## src/rtl/id_ex_stage.sv

```systemverilog
// id_ex_stage: ID/EX pipeline register with load-use bubbling, capture bypass
// and EX-stage operand forwarding/selection feeding the ALU.
module id_ex_stage #(
   parameter int REG_ADDR_W = 5,
   parameter int DATA_W     = 32
) (
   input  logic                  clk,
   input  logic                  rst_n,
   input  logic                  Stall,
   input  logic                  Flush,
   input  logic                  ID_Valid,
   input  logic [4:0]            ID_ALUCode,
   input  logic                  ID_ALUSrcA,
   input  logic                  ID_ALUSrcB,
   input  logic                  ID_SignExt,
   input  logic [REG_ADDR_W-1:0] ID_Rs,
   input  logic [REG_ADDR_W-1:0] ID_Rt,
   input  logic [REG_ADDR_W-1:0] ID_WriteReg,
   input  logic [DATA_W-1:0]     ID_RsData,
   input  logic [DATA_W-1:0]     ID_RtData,
   input  logic [4:0]            ID_Shamt,
   input  logic [15:0]           ID_Imm16,
   input  logic                  ID_RegWrite,
   input  logic                  ID_MemRead,
   input  logic                  ID_MemWrite,
   input  logic                  ID_MemtoReg,
   input  logic                  MEM_RegWrite,
   input  logic [REG_ADDR_W-1:0] MEM_WriteReg,
   input  logic [DATA_W-1:0]     MEM_ALUResult,
   input  logic                  WB_RegWrite,
   input  logic [REG_ADDR_W-1:0] WB_WriteReg,
   input  logic [DATA_W-1:0]     WB_WriteData,
   output logic [4:0]            ALUCode,
   output logic [DATA_W-1:0]     ALU_A,
   output logic [DATA_W-1:0]     ALU_B,
   output logic [DATA_W-1:0]     EX_StoreData,
   output logic [REG_ADDR_W-1:0] EX_WriteReg,
   output logic                  EX_RegWrite,
   output logic                  EX_MemRead,
   output logic                  EX_MemWrite,
   output logic                  EX_MemtoReg,
   output logic                  EX_Valid,
   output logic                  LoadUseHazard
);
   typedef struct packed {
      logic                  valid;
      logic [4:0]            alu_code;
      logic                  src_a;
      logic                  src_b;
      logic                  sign_ext;
      logic [REG_ADDR_W-1:0] rs;
      logic [REG_ADDR_W-1:0] rt;
      logic [REG_ADDR_W-1:0] wr;
      logic [DATA_W-1:0]     rs_d;
      logic [DATA_W-1:0]     rt_d;
      logic [4:0]            shamt;
      logic [15:0]           imm;
      logic                  reg_write;
      logic                  mem_read;
      logic                  mem_write;
      logic                  mem_to_reg;
   } ex_t;

   ex_t q, cap;
   logic wb_rs, wb_rt;
   logic [DATA_W-1:0] fwd_rs, fwd_rt, imm_ext;

   // WB writes the register file on the same edge we read it; take its data directly
   assign wb_rs = WB_RegWrite && WB_WriteReg != '0 && WB_WriteReg == ID_Rs;
   assign wb_rt = WB_RegWrite && WB_WriteReg != '0 && WB_WriteReg == ID_Rt;

   always_comb begin
      cap = '{valid: ID_Valid, alu_code: ID_ALUCode, src_a: ID_ALUSrcA, src_b: ID_ALUSrcB,
              sign_ext: ID_SignExt, rs: ID_Rs, rt: ID_Rt, wr: ID_WriteReg,
              rs_d: wb_rs ? WB_WriteData : ID_RsData, rt_d: wb_rt ? WB_WriteData : ID_RtData,
              shamt: ID_Shamt, imm: ID_Imm16, reg_write: ID_RegWrite, mem_read: ID_MemRead,
              mem_write: ID_MemWrite, mem_to_reg: ID_MemtoReg};
   end

   assign LoadUseHazard = q.valid && q.mem_read && q.wr != '0 &&
                          (q.wr == ID_Rs || q.wr == ID_Rt) && ID_Valid;

   // A bubble is the all-zero record: invalid, no control, ALUCode = add
   always_ff @(posedge clk or negedge rst_n)
      if (!rst_n) q <= '0;
      else if (Flush || (!Stall && LoadUseHazard)) q <= '0;
      else if (!Stall) q <= cap;

   assign fwd_rs = (q.rs == '0) ? '0 :
                   (MEM_RegWrite && MEM_WriteReg == q.rs) ? MEM_ALUResult :
                   (WB_RegWrite && WB_WriteReg == q.rs) ? WB_WriteData : q.rs_d;
   assign fwd_rt = (q.rt == '0) ? '0 :
                   (MEM_RegWrite && MEM_WriteReg == q.rt) ? MEM_ALUResult :
                   (WB_RegWrite && WB_WriteReg == q.rt) ? WB_WriteData : q.rt_d;
   assign imm_ext = {{(DATA_W-16){q.sign_ext & q.imm[15]}}, q.imm};

   assign ALUCode      = q.alu_code;
   assign ALU_A        = q.src_a ? {{(DATA_W-5){1'b0}}, q.shamt} : fwd_rs;
   assign ALU_B        = q.src_b ? imm_ext : fwd_rt;
   assign EX_StoreData = fwd_rt;
   assign EX_WriteReg  = q.wr;
   assign EX_RegWrite  = q.reg_write;
   assign EX_MemRead   = q.mem_read;
   assign EX_MemWrite  = q.mem_write;
   assign EX_MemtoReg  = q.mem_to_reg;
   assign EX_Valid     = q.valid;
endmodule

```

## config.mk

```make
export PLATFORM = sky130hd
export DESIGN_NAME = id_ex_stage
export DESIGN_NICKNAME = d
export VERILOG_FILES = /design/src/rtl/id_ex_stage.sv
export SDC_FILE = /design/constraint.sdc
export NUM_CORES = 1
export LEC_CHECK = 0
export CORE_MARGIN = 2
export CORE_UTILIZATION = 49
export DETAILED_ROUTE_END_ITERATION = 8
export PLACE_DENSITY = 0.87
export SLEW_MARGIN = 5
export SYNTH_ARGS = -nofsm -noshare
export SYNTH_HDL_FRONTEND = slang
export SYNTH_SLANG_ARGS = --single-unit
```

## constraint.sdc

```tcl
create_clock -name clk -period 4.4 [get_ports clk]
set_clock_uncertainty 0.1 [all_clocks]
set_input_delay 0.88 -clock clk [delete_from_list [all_inputs] [get_ports clk]]
set_output_delay 0.88 -clock clk [all_outputs]
set_load 0.005 [all_outputs]
```

==> impl_metrics.xml, run 1 <==
<?xml version="1.0" encoding="UTF-8"?>
<metrics>
  <group name="yosys">
    <metric name="synthDominantCellAreaShare" unit="">0.3390</metric>
    <metric name="synth-seq-area-share" unit="">0.3390</metric>
    <metric name="asyncSetResetFlopFracSynth" unit="">1.000</metric>
    <metric name="synth_enable_flop_cells" unit="">0</metric>
    <metric name="post-synth-top-area-cell" unit="">sky130_fd_sc_hd__dfrtp_1</metric>
    <metric name="netlist-cell-type-count" unit="">40</metric>
    <metric name="netlist_area" unit="sq um">8340</metric>
    <metric name="synth.yosys.warnings" unit="">0</metric>
    <metric name="number_of_nets_in_the_synthesized_netlist" unit="">1188</metric>
    <metric name="synth.ff_latch_count" unit="">113</metric>
    <metric name="post_synth_inst_count" unit="">995</metric>
    <metric name="leading_cell_types_by_total_area_after_synthesis" unit="">sky130_fd_sc_hd__dfrtp_1, sky130_fd_sc_hd__mux2i_1, sky130_fd_sc_hd__a211oi_2</metric>
    <metric name="synth_area_per_cell" unit="sq um">8.382</metric>
    <metric name="post-synth-top-count-cell" unit="">sky130_fd_sc_hd__nand2_1</metric>
    <metric name="synthFlopType" unit="">sky130_fd_sc_hd__dfrtp_1</metric>
    <metric name="synth.top_cells.by_count" unit="">sky130_fd_sc_hd__nand2_1, sky130_fd_sc_hd__dfrtp_1, sky130_fd_sc_hd__mux2i_1, sky130_fd_sc_hd__nor2_1</metric>
  </group>
  <group name="placement">
    <metric name="dp_hpwl" unit="mm">22.52</metric>
    <metric name="number_of_buffers_added_on_ports" unit="">304</metric>
    <metric name="place.gp.congestion" unit="">1.037</metric>
    <metric name="placed_cell_area" unit="sq um">11530</metric>
  </group>
  <group name="worst_setup_path">
    <metric name="worst-path-max-fanout" unit="">19</metric>
    <metric name="critical_path.endpoint_type" unit="">primary output</metric>
    <metric name="path_depth" unit="">7</metric>
    <metric name="timing.setup.critical_path_class" unit="">in2out</metric>
    <metric name="crit_top_cell" unit="">sky130_fd_sc_hd__clkdlybuf4s50_1</metric>
    <metric name="crit_family" unit="">buffers and inverters</metric>
    <metric name="critPathBufInv" unit="">3</metric>
    <metric name="timing.critical_path.from_type" unit="">input pin</metric>
    <metric name="worst-endpoint-required" unit="ns">3.42</metric>
    <metric name="timing.critical_path.slowest_stage_cell" unit="">sky130_fd_sc_hd__clkdlybuf4s50_1</metric>
    <metric name="arrival_time_at_the_worst_endpoint" unit="ns">3.35</metric>
    <metric name="worst-r2r-cell-count" unit="">6</metric>
    <metric name="worstPathCellList" unit="">clkdlybuf4s50_1, xor2_1, nor4_1, nand3_2, buf_4, a211oi_2, clkdlybuf4s50_1</metric>
    <metric name="slowest_delay" unit="ns">0.55</metric>
  </group>
  <group name="sta">
    <metric name="relSlewSlack" unit="">0.3433</metric>
    <metric name="grt_setup_unrepaired" unit="">true</metric>
    <metric name="final.setup.tns" unit="ns">0</metric>
    <metric name="timing_hold_violations_final" unit="">0</metric>
    <metric name="post-route-min-period" unit="ns">4.334</metric>
    <metric name="timing.final.crit_share" unit="">0.9850</metric>
    <metric name="fmaxAchievable" unit="MHz">230.7</metric>
    <metric name="worst-slew-pin-transition" unit="ns">0.9850</metric>
    <metric name="holdWs" unit="ns">0.3892</metric>
    <metric name="finalSetupViolations" unit="">0</metric>
    <metric name="timing.final.max_slew_violations" unit="">0</metric>
  </group>
  <group name="final_layout">
    <metric name="antenna_cells_inserted" unit="">0</metric>
    <metric name="finalInstanceArea" unit="sq um">12160</metric>
    <metric name="area_added_between_synthesis_and_finish" unit="%">45.80</metric>
    <metric name="layout.nets" unit="">1454</metric>
    <metric name="filler_cell_count" unit="">1277</metric>
    <metric name="post_route_cells_drive_above_1_share" unit="">0.1156</metric>
  </group>
  <group name="power">
    <metric name="p_per_area" unit="nW/um^2">278.9</metric>
    <metric name="p_leak" unit="nW">4.573</metric>
    <metric name="irDropWorstVdd" unit="mV">0.3083</metric>
  </group>
  <group name="floorplanning">
    <metric name="floorplan.die.width" unit="microns">134.5</metric>
    <metric name="core_area" unit="sq um">16580</metric>
    <metric name="floorplan.rows" unit="">47</metric>
    <metric name="initial_core_util" unit="">0.5029</metric>
    <metric name="ios" unit="">305</metric>
    <metric name="dieHeight" unit="microns">134.5</metric>
    <metric name="area_of_the_die" unit="sq um">18080</metric>
  </group>
  <group name="global_route">
    <metric name="grt_first_pass_wirelength" unit="mm">48.19</metric>
    <metric name="antenna_violations_before_repair" unit="">0</metric>
    <metric name="largest_net_degree_at_the_start_of_global_routing" unit="">53</metric>
    <metric name="overflow_left_after_global_routing" unit="">0</metric>
    <metric name="first_global_vias" unit="">8862</metric>
    <metric name="groute.usage.overall" unit="">0.3444</metric>
  </group>
  <group name="status">
    <metric name="outcome" unit="">finished, final reports clean</metric>
  </group>
  <group name="cts">
    <metric name="clk_latency" unit="ns">0.42</metric>
    <metric name="cts_setup_buffers" unit="">0</metric>
    <metric name="cts.clk_slew.worst_paths" unit="ns">0.05</metric>
    <metric name="tritoncts" unit="">yes</metric>
    <metric name="clockBufferDepth" unit="">2</metric>
    <metric name="cts_made_buffers" unit="">17</metric>
    <metric name="cts_root_buf" unit="">sky130_fd_sc_hd__clkbuf_16</metric>
    <metric name="cts_hold_repair.buffers" unit="">0</metric>
    <metric name="htree_levels" unit="">4</metric>
    <metric name="cts.sink_count" unit="">113</metric>
  </group>
  <group name="job">
    <metric name="cap_violations" unit="">0</metric>
  </group>
  <group name="drt">
    <metric name="drcViolationCount" unit="">0</metric>
    <metric name="first_iter_violations" unit="">694</metric>
    <metric name="detail_route.wl_per_cell" unit="microns">21.26</metric>
    <metric name="ant_nets" unit="">0</metric>
    <metric name="totalWireLength" unit="mm">31.73</metric>
    <metric name="vias" unit="">8789</metric>
    <metric name="vias_per_cell" unit="">5.891</metric>
    <metric name="drt_pass1_iterations" unit="">5</metric>
  </group>
  <group name="min_path">
    <metric name="min_delay_path_depth" unit="">2</metric>
    <metric name="min-delay-path-class" unit="">reg2reg</metric>
  </group>
</metrics>
registers in the layout, indices dropped and copies added (netlist names):
register,count
q,82
imm_ext,16
ALUCode,5
EX_WriteReg,5
EX_MemRead,1
EX_MemWrite,1
EX_MemtoReg,1
EX_RegWrite,1
EX_Valid,1
through the flow:
stage,power (mW),setup slack [ns],utilization,instances
floorplan,1.513,1.184,-,995
global placement,1.971,0.03951,0.6956,1462
detailed placement,1.987,0.01765,0.6956,1462
CTS,3.389,0.06936,0.7313,1492
global route,3.505,-0.04382,0.7333,1492
finish,3.392,0.06596,0.7333,1492
metal layers:
metal  routed length (microns)  up-vias  GRT usage
li1                          -     3999          -
met1                     12570     4180     0.4257
met2                     15210      504     0.5745
met3                      2667      106    0.07620
met4                      1279        0     0.1614
met5                         0        -          0
final timing paths:
path                                             from                    endpoint  slack (ns)
hold reg to reg                     q[79]$_DFFE_PN0P_           q[79]$_DFFE_PN0P_        0.39
max in group asynchronous                       rst_n           q[74]$_DFFE_PN0P_        2.99
hold / removal                      q[79]$_DFFE_PN0P_           q[79]$_DFFE_PN0P_        0.39
min in group asynchronous                       rst_n  EX_WriteReg[2]$_DFFE_PN0P_        0.41
setup reg to reg           EX_WriteReg[1]$_DFFE_PN0P_           q[36]$_DFFE_PN0P_        1.73
setup / recovery                      MEM_WriteReg[2]                   ALU_A[22]        0.07
repair_timing:
item / in CTS / in global routing
gates resized for setup: 1 / 7
endpoints found under the setup margin: 1 / 19
pin swaps: 0 / 1
cell usage in the layout (no fill, tap or decap), drive strengths merged:
cell           Yosys  routed
clkdlybuf4s50      0     301
nand2            136     136
o21ai            119     119
dfrtp            113     113
mux2i             91      91
nor2              71      71
nor3              66      66
a211oi            59      59
nor2b             50      50
a21oi             49      49
buf               43      45
o31ai             37      37
inv               32      32
clkbuf            56      24
xor2              22      22
xnor2             18      18
nand3              8       8
and3               6       6
nand4              4       4
or4                4       4
nor4               4       4
clkinv             0       3
bufinv             0       3
or2                2       2
o21bai             1       1
and4               1       1
and2               1       1
a22oi              1       1
o2111ai            1       1
tightest hold or removal path, cell delays in order (launching register included):
cell and delay, ns:
sky130_fd_sc_hd__dfrtp_1 0.34, sky130_fd_sc_hd__nand2_1 0.05, sky130_fd_sc_hd__o21ai_1 0.06
cell families after synthesis:
| family | synth area share |
|---|---|
| AOI/OAI and AO/OA | 0.2232 |
| and+or+nand+nor | 0.2018 |
| DFF | 0.3390 |
| buffers and inverters | 0.08386 |
| muxes | 0.1092 |
| xor gates and xnor gates | 0.04290 |
report_power, final:
part | switching [mW] | internal [mW] | total (mW) | leakage [nW]
combinational | 0.401 | 0.437 | 0.838 | 2.78
sequential | 0.0510 | 1.10 | 1.15 | 1.50
clock | 0.479 | 0.926 | 1.40 | 0.290
total | 0.931 | 2.46 | 3.39 | 4.57
layout make-up:
class	count	area (sq um)	area share
Multi-Input combinational cell	751	4892	0.4023
Timing Repair Buffer	346	3458	0.2844
Clock buffer	24	481.7	0.03961
Inverter	32	120.1	0.009878
Clock inverter	6	105.1	0.008643
Sequential cell	113	2828	0.2325
Tap cell	220	275.3	0.02264
No activity file was read; power rests on OpenSTA's default activity.
==> run 2, diff against run 1 <==
==> constraint.sdc (replaced) <==
create_clock -name clk -period 4.4 [get_ports clk]
set_clock_uncertainty 0.1 [all_clocks]
set_input_delay 0.88 -clock clk [delete_from_list [all_inputs] [get_ports clk]]
set_output_delay 0.88 -clock clk [all_outputs]
set_load 0.01 [all_outputs]
==> impl_metrics.xml, run 2 (same netlist as run 1, synthesis figures left out) <==
<?xml version="1.0" encoding="UTF-8"?>
<metrics>
  <group name="power">
    <metric name="p_leak" unit="nW">4.655</metric>
    <metric name="internal_dissipation" unit="mW">2.453</metric>
    <metric name="p_per_area" unit="nW/um^2">278.1</metric>
    <metric name="switchingPower" unit="mW">0.9476</metric>
    <metric name="combinationalPowerShare" unit="">0.257</metric>
    <metric name="clkPwrFrac" unit="">0.405</metric>
    <metric name="sequentialPowerShare" unit="">0.338</metric>
    <metric name="power.switching_fraction" unit="">0.2787</metric>
    <metric name="irDropWorstVdd" unit="mV">0.2655</metric>
  </group>
  <group name="drt">
    <metric name="drcViolationCount" unit="">0</metric>
    <metric name="ant_nets" unit="">0</metric>
    <metric name="drt_pass1_iterations" unit="">7</metric>
    <metric name="route.met2.wl" unit="mm">15.22</metric>
    <metric name="wl_met1" unit="mm">12.50</metric>
    <metric name="vias_per_cell" unit="">5.896</metric>
    <metric name="met3_wirelength" unit="mm">2.694</metric>
    <metric name="route.top_layer_used" unit="">met4</metric>
    <metric name="detail_route.wl_per_cell" unit="microns">21.03</metric>
    <metric name="totalWireLength" unit="mm">31.44</metric>
    <metric name="first_iter_violations" unit="">777</metric>
    <metric name="vias" unit="">8815</metric>
  </group>
  <group name="min_path">
    <metric name="hold_path_startpoint" unit="">q[83]$_DFFE_PN0P_</metric>
    <metric name="min-delay-path-class" unit="">reg2reg</metric>
    <metric name="min_delay_path_depth" unit="">2</metric>
    <metric name="hold_end" unit="">q[83]$_DFFE_PN0P_</metric>
  </group>
  <group name="cts">
    <metric name="cts_made_buffers" unit="">17</metric>
    <metric name="cts_hold_repair.buffers" unit="">0</metric>
    <metric name="cts.sink_count" unit="">113</metric>
    <metric name="htree_levels" unit="">4</metric>
    <metric name="cts.clk_slew.worst_paths" unit="ns">0.05</metric>
    <metric name="clockBufferDepth" unit="">2</metric>
    <metric name="tritoncts" unit="">yes</metric>
    <metric name="clk_latency" unit="ns">0.41</metric>
    <metric name="cts_root_buf" unit="">sky130_fd_sc_hd__clkbuf_16</metric>
  </group>
  <group name="floorplanning">
    <metric name="area_of_the_die" unit="sq um">18080</metric>
    <metric name="initial_core_util" unit="">0.5029</metric>
    <metric name="core_area" unit="sq um">16580</metric>
    <metric name="floorplan.rows" unit="">47</metric>
    <metric name="ios" unit="">305</metric>
    <metric name="dieHeight" unit="microns">134.5</metric>
    <metric name="floorplan.die.width" unit="microns">134.5</metric>
  </group>
  <group name="final_layout">
    <metric name="antenna_cells_inserted" unit="">0</metric>
    <metric name="area_of_the_multi_input_gates" unit="sq um">4925</metric>
    <metric name="layout.nets" unit="">1456</metric>
    <metric name="area_added_between_synthesis_and_finish" unit="%">46.58</metric>
    <metric name="layout.area.seq" unit="sq um">2828</metric>
    <metric name="layout_common_cells" unit="">sky130_fd_sc_hd__clkdlybuf4s50_1, sky130_fd_sc_hd__nand2_1, sky130_fd_sc_hd__dfrtp_1</metric>
    <metric name="regMostFlops" unit="">q</metric>
    <metric name="finalInstanceArea" unit="sq um">12230</metric>
    <metric name="largest_register_ffs" unit="">82</metric>
    <metric name="filler_cell_count" unit="">1285</metric>
    <metric name="final-instance-count-excl-fill" unit="">1495</metric>
    <metric name="mostFrequentLayoutCell" unit="">sky130_fd_sc_hd__clkdlybuf4s50_1</metric>
    <metric name="post_route_cells_drive_above_1_share" unit="">0.1176</metric>
  </group>
  <group name="placement">
    <metric name="place.gp.congestion" unit="">0.9762</metric>
    <metric name="numPlacedInstances" unit="">1463</metric>
    <metric name="dp_hpwl" unit="mm">22.12</metric>
    <metric name="number_of_buffers_added_on_ports" unit="">304</metric>
    <metric name="placed_cell_area" unit="sq um">11550</metric>
  </group>
  <group name="worst_setup_path">
    <metric name="worst-path-max-fanout" unit="">32</metric>
    <metric name="reg2reg_to" unit="">q[56]$_DFFE_PN0P_</metric>
    <metric name="arrival_time_at_the_worst_endpoint" unit="ns">3.36</metric>
    <metric name="worst-endpoint-required" unit="ns">3.42</metric>
    <metric name="worst-r2r-cell-count" unit="">7</metric>
    <metric name="critical_path.endpoint_type" unit="">primary output</metric>
    <metric name="timing.setup.critical_path_class" unit="">in2out</metric>
    <metric name="timing.critical_path.from_type" unit="">input pin</metric>
    <metric name="rrSetupSlack" unit="ns">1.80</metric>
    <metric name="worst_r2r_startpoint" unit="">EX_WriteReg[0]$_DFFE_PN0P_</metric>
  </group>
  <group name="sta">
    <metric name="grt_setup_unrepaired" unit="">true</metric>
    <metric name="worst-slew-pin-transition" unit="ns">0.9367</metric>
    <metric name="post-route-min-period" unit="ns">4.343</metric>
    <metric name="timing.final.crit_share" unit="">0.9871</metric>
    <metric name="relSlewSlack" unit="">0.3756</metric>
    <metric name="timing_hold_violations_final" unit="">0</metric>
    <metric name="finalSetupViolations" unit="">0</metric>
    <metric name="timing.final.max_slew_violations" unit="">0</metric>
    <metric name="fmaxAchievable" unit="MHz">230.2</metric>
  </group>
  <group name="global_route">
    <metric name="antenna_violations_before_repair" unit="">0</metric>
    <metric name="first_global_vias" unit="">8752</metric>
    <metric name="groute.usage.overall" unit="">0.3417</metric>
    <metric name="largest_net_degree_at_the_start_of_global_routing" unit="">75</metric>
    <metric name="overflow_left_after_global_routing" unit="">0</metric>
    <metric name="grt_first_pass_wirelength" unit="mm">47.87</metric>
  </group>
  <group name="status">
    <metric name="outcome" unit="">finished, final reports clean</metric>
  </group>
  <group name="job">
    <metric name="cap_violations" unit="">0</metric>
  </group>
</metrics>
==> run 2: cell type report <==
class | count | share of cell area
clock inverter | 6 | 0.008597
inverter | 32 | 0.009825
timing repair buffer | 348 | 0.2860
clock buffer | 25 | 0.03889
sequential | 113 | 0.2313
multi-input combinational | 751 | 0.4028
tap | 220 | 0.02252
==> run 2: metal layers <==
layer,GRT usage,vias to the layer above
met5,0,-
met3,0.06832,90
li1,-,3997
met1,0.4345,4212
met4,0.1480,0
met2,0.5675,516
==> run 2: through the flow <==
| stage | setup TNS, ns | hold slack [ns] | utilization | setup WS [ns] | total power, mW |
|---|---|---|---|---|---|
| 3_5_place_dp | -0.05978 | 0.3763 | 0.6968 | -0.02535 | 2.018 |
| 5_1_grt | -0.1474 | 0.4082 | 0.7372 | -0.05976 | 3.516 |
| 6_report | 0 | 0.3845 | 0.7372 | 0.05668 | 3.401 |
| 2_1_floorplan | 0 | 0.3492 | - | 1.154 | 1.540 |
| 4_1_cts | 0 | 0.3880 | 0.7324 | 0.01701 | 3.400 |
| 3_3_place_gp | 0 | 0.3659 | 0.6968 | 0.04407 | 2.005 |
==> run 2: power by group through the flow <==
stage,clock [mW],sequential (mW),combinational [mW]
after detailed placement,0,1.16,0.856
after global placement,0,1.16,0.845
after CTS,1.39,1.15,0.863
after floorplan,0,1.15,0.391
after global routing,1.43,1.15,0.929
final,1.38,1.15,0.875
==> run 2: timing repair <==
item                                    4_1_cts  5_1_grt
endpoints found under the setup margin        3       24
setup buffers                                 0        1
pin swaps                                     0        2
resized for setup                             2       15
==> run 2: worst max-delay path by stage <==
stage / from / end / slack, ns / depth (start not counted)
after global placement: MEM_WriteReg[1] / ALU_B[10] / 0.04 / 9
after CTS: WB_WriteReg[2] / ALU_A[6] / 0.02 / 8
final: WB_WriteReg[4] / ALU_B[26] / 0.06 / 9
after global routing: WB_WriteReg[4] / ALU_B[26] / -0.06 / 9
after floorplan: WB_WriteReg[0] / ALU_B[0] / 1.15 / 8
after detailed placement: MEM_WriteReg[1] / ALU_B[14] / -0.03 / 9
==> run 2: worst max-delay path, cell delays in order <==
cell and delay (ns):
sky130_fd_sc_hd__clkdlybuf4s50_1 0.58, sky130_fd_sc_hd__xnor2_1 0.15, sky130_fd_sc_hd__nand4_1 0.18, sky130_fd_sc_hd__buf_6 0.25, sky130_fd_sc_hd__nor3_1 0.25, sky130_fd_sc_hd__a211oi_2 0.09
sky130_fd_sc_hd__o31ai_1 0.27, sky130_fd_sc_hd__buf_4 0.17, sky130_fd_sc_hd__clkdlybuf4s50_1 0.53
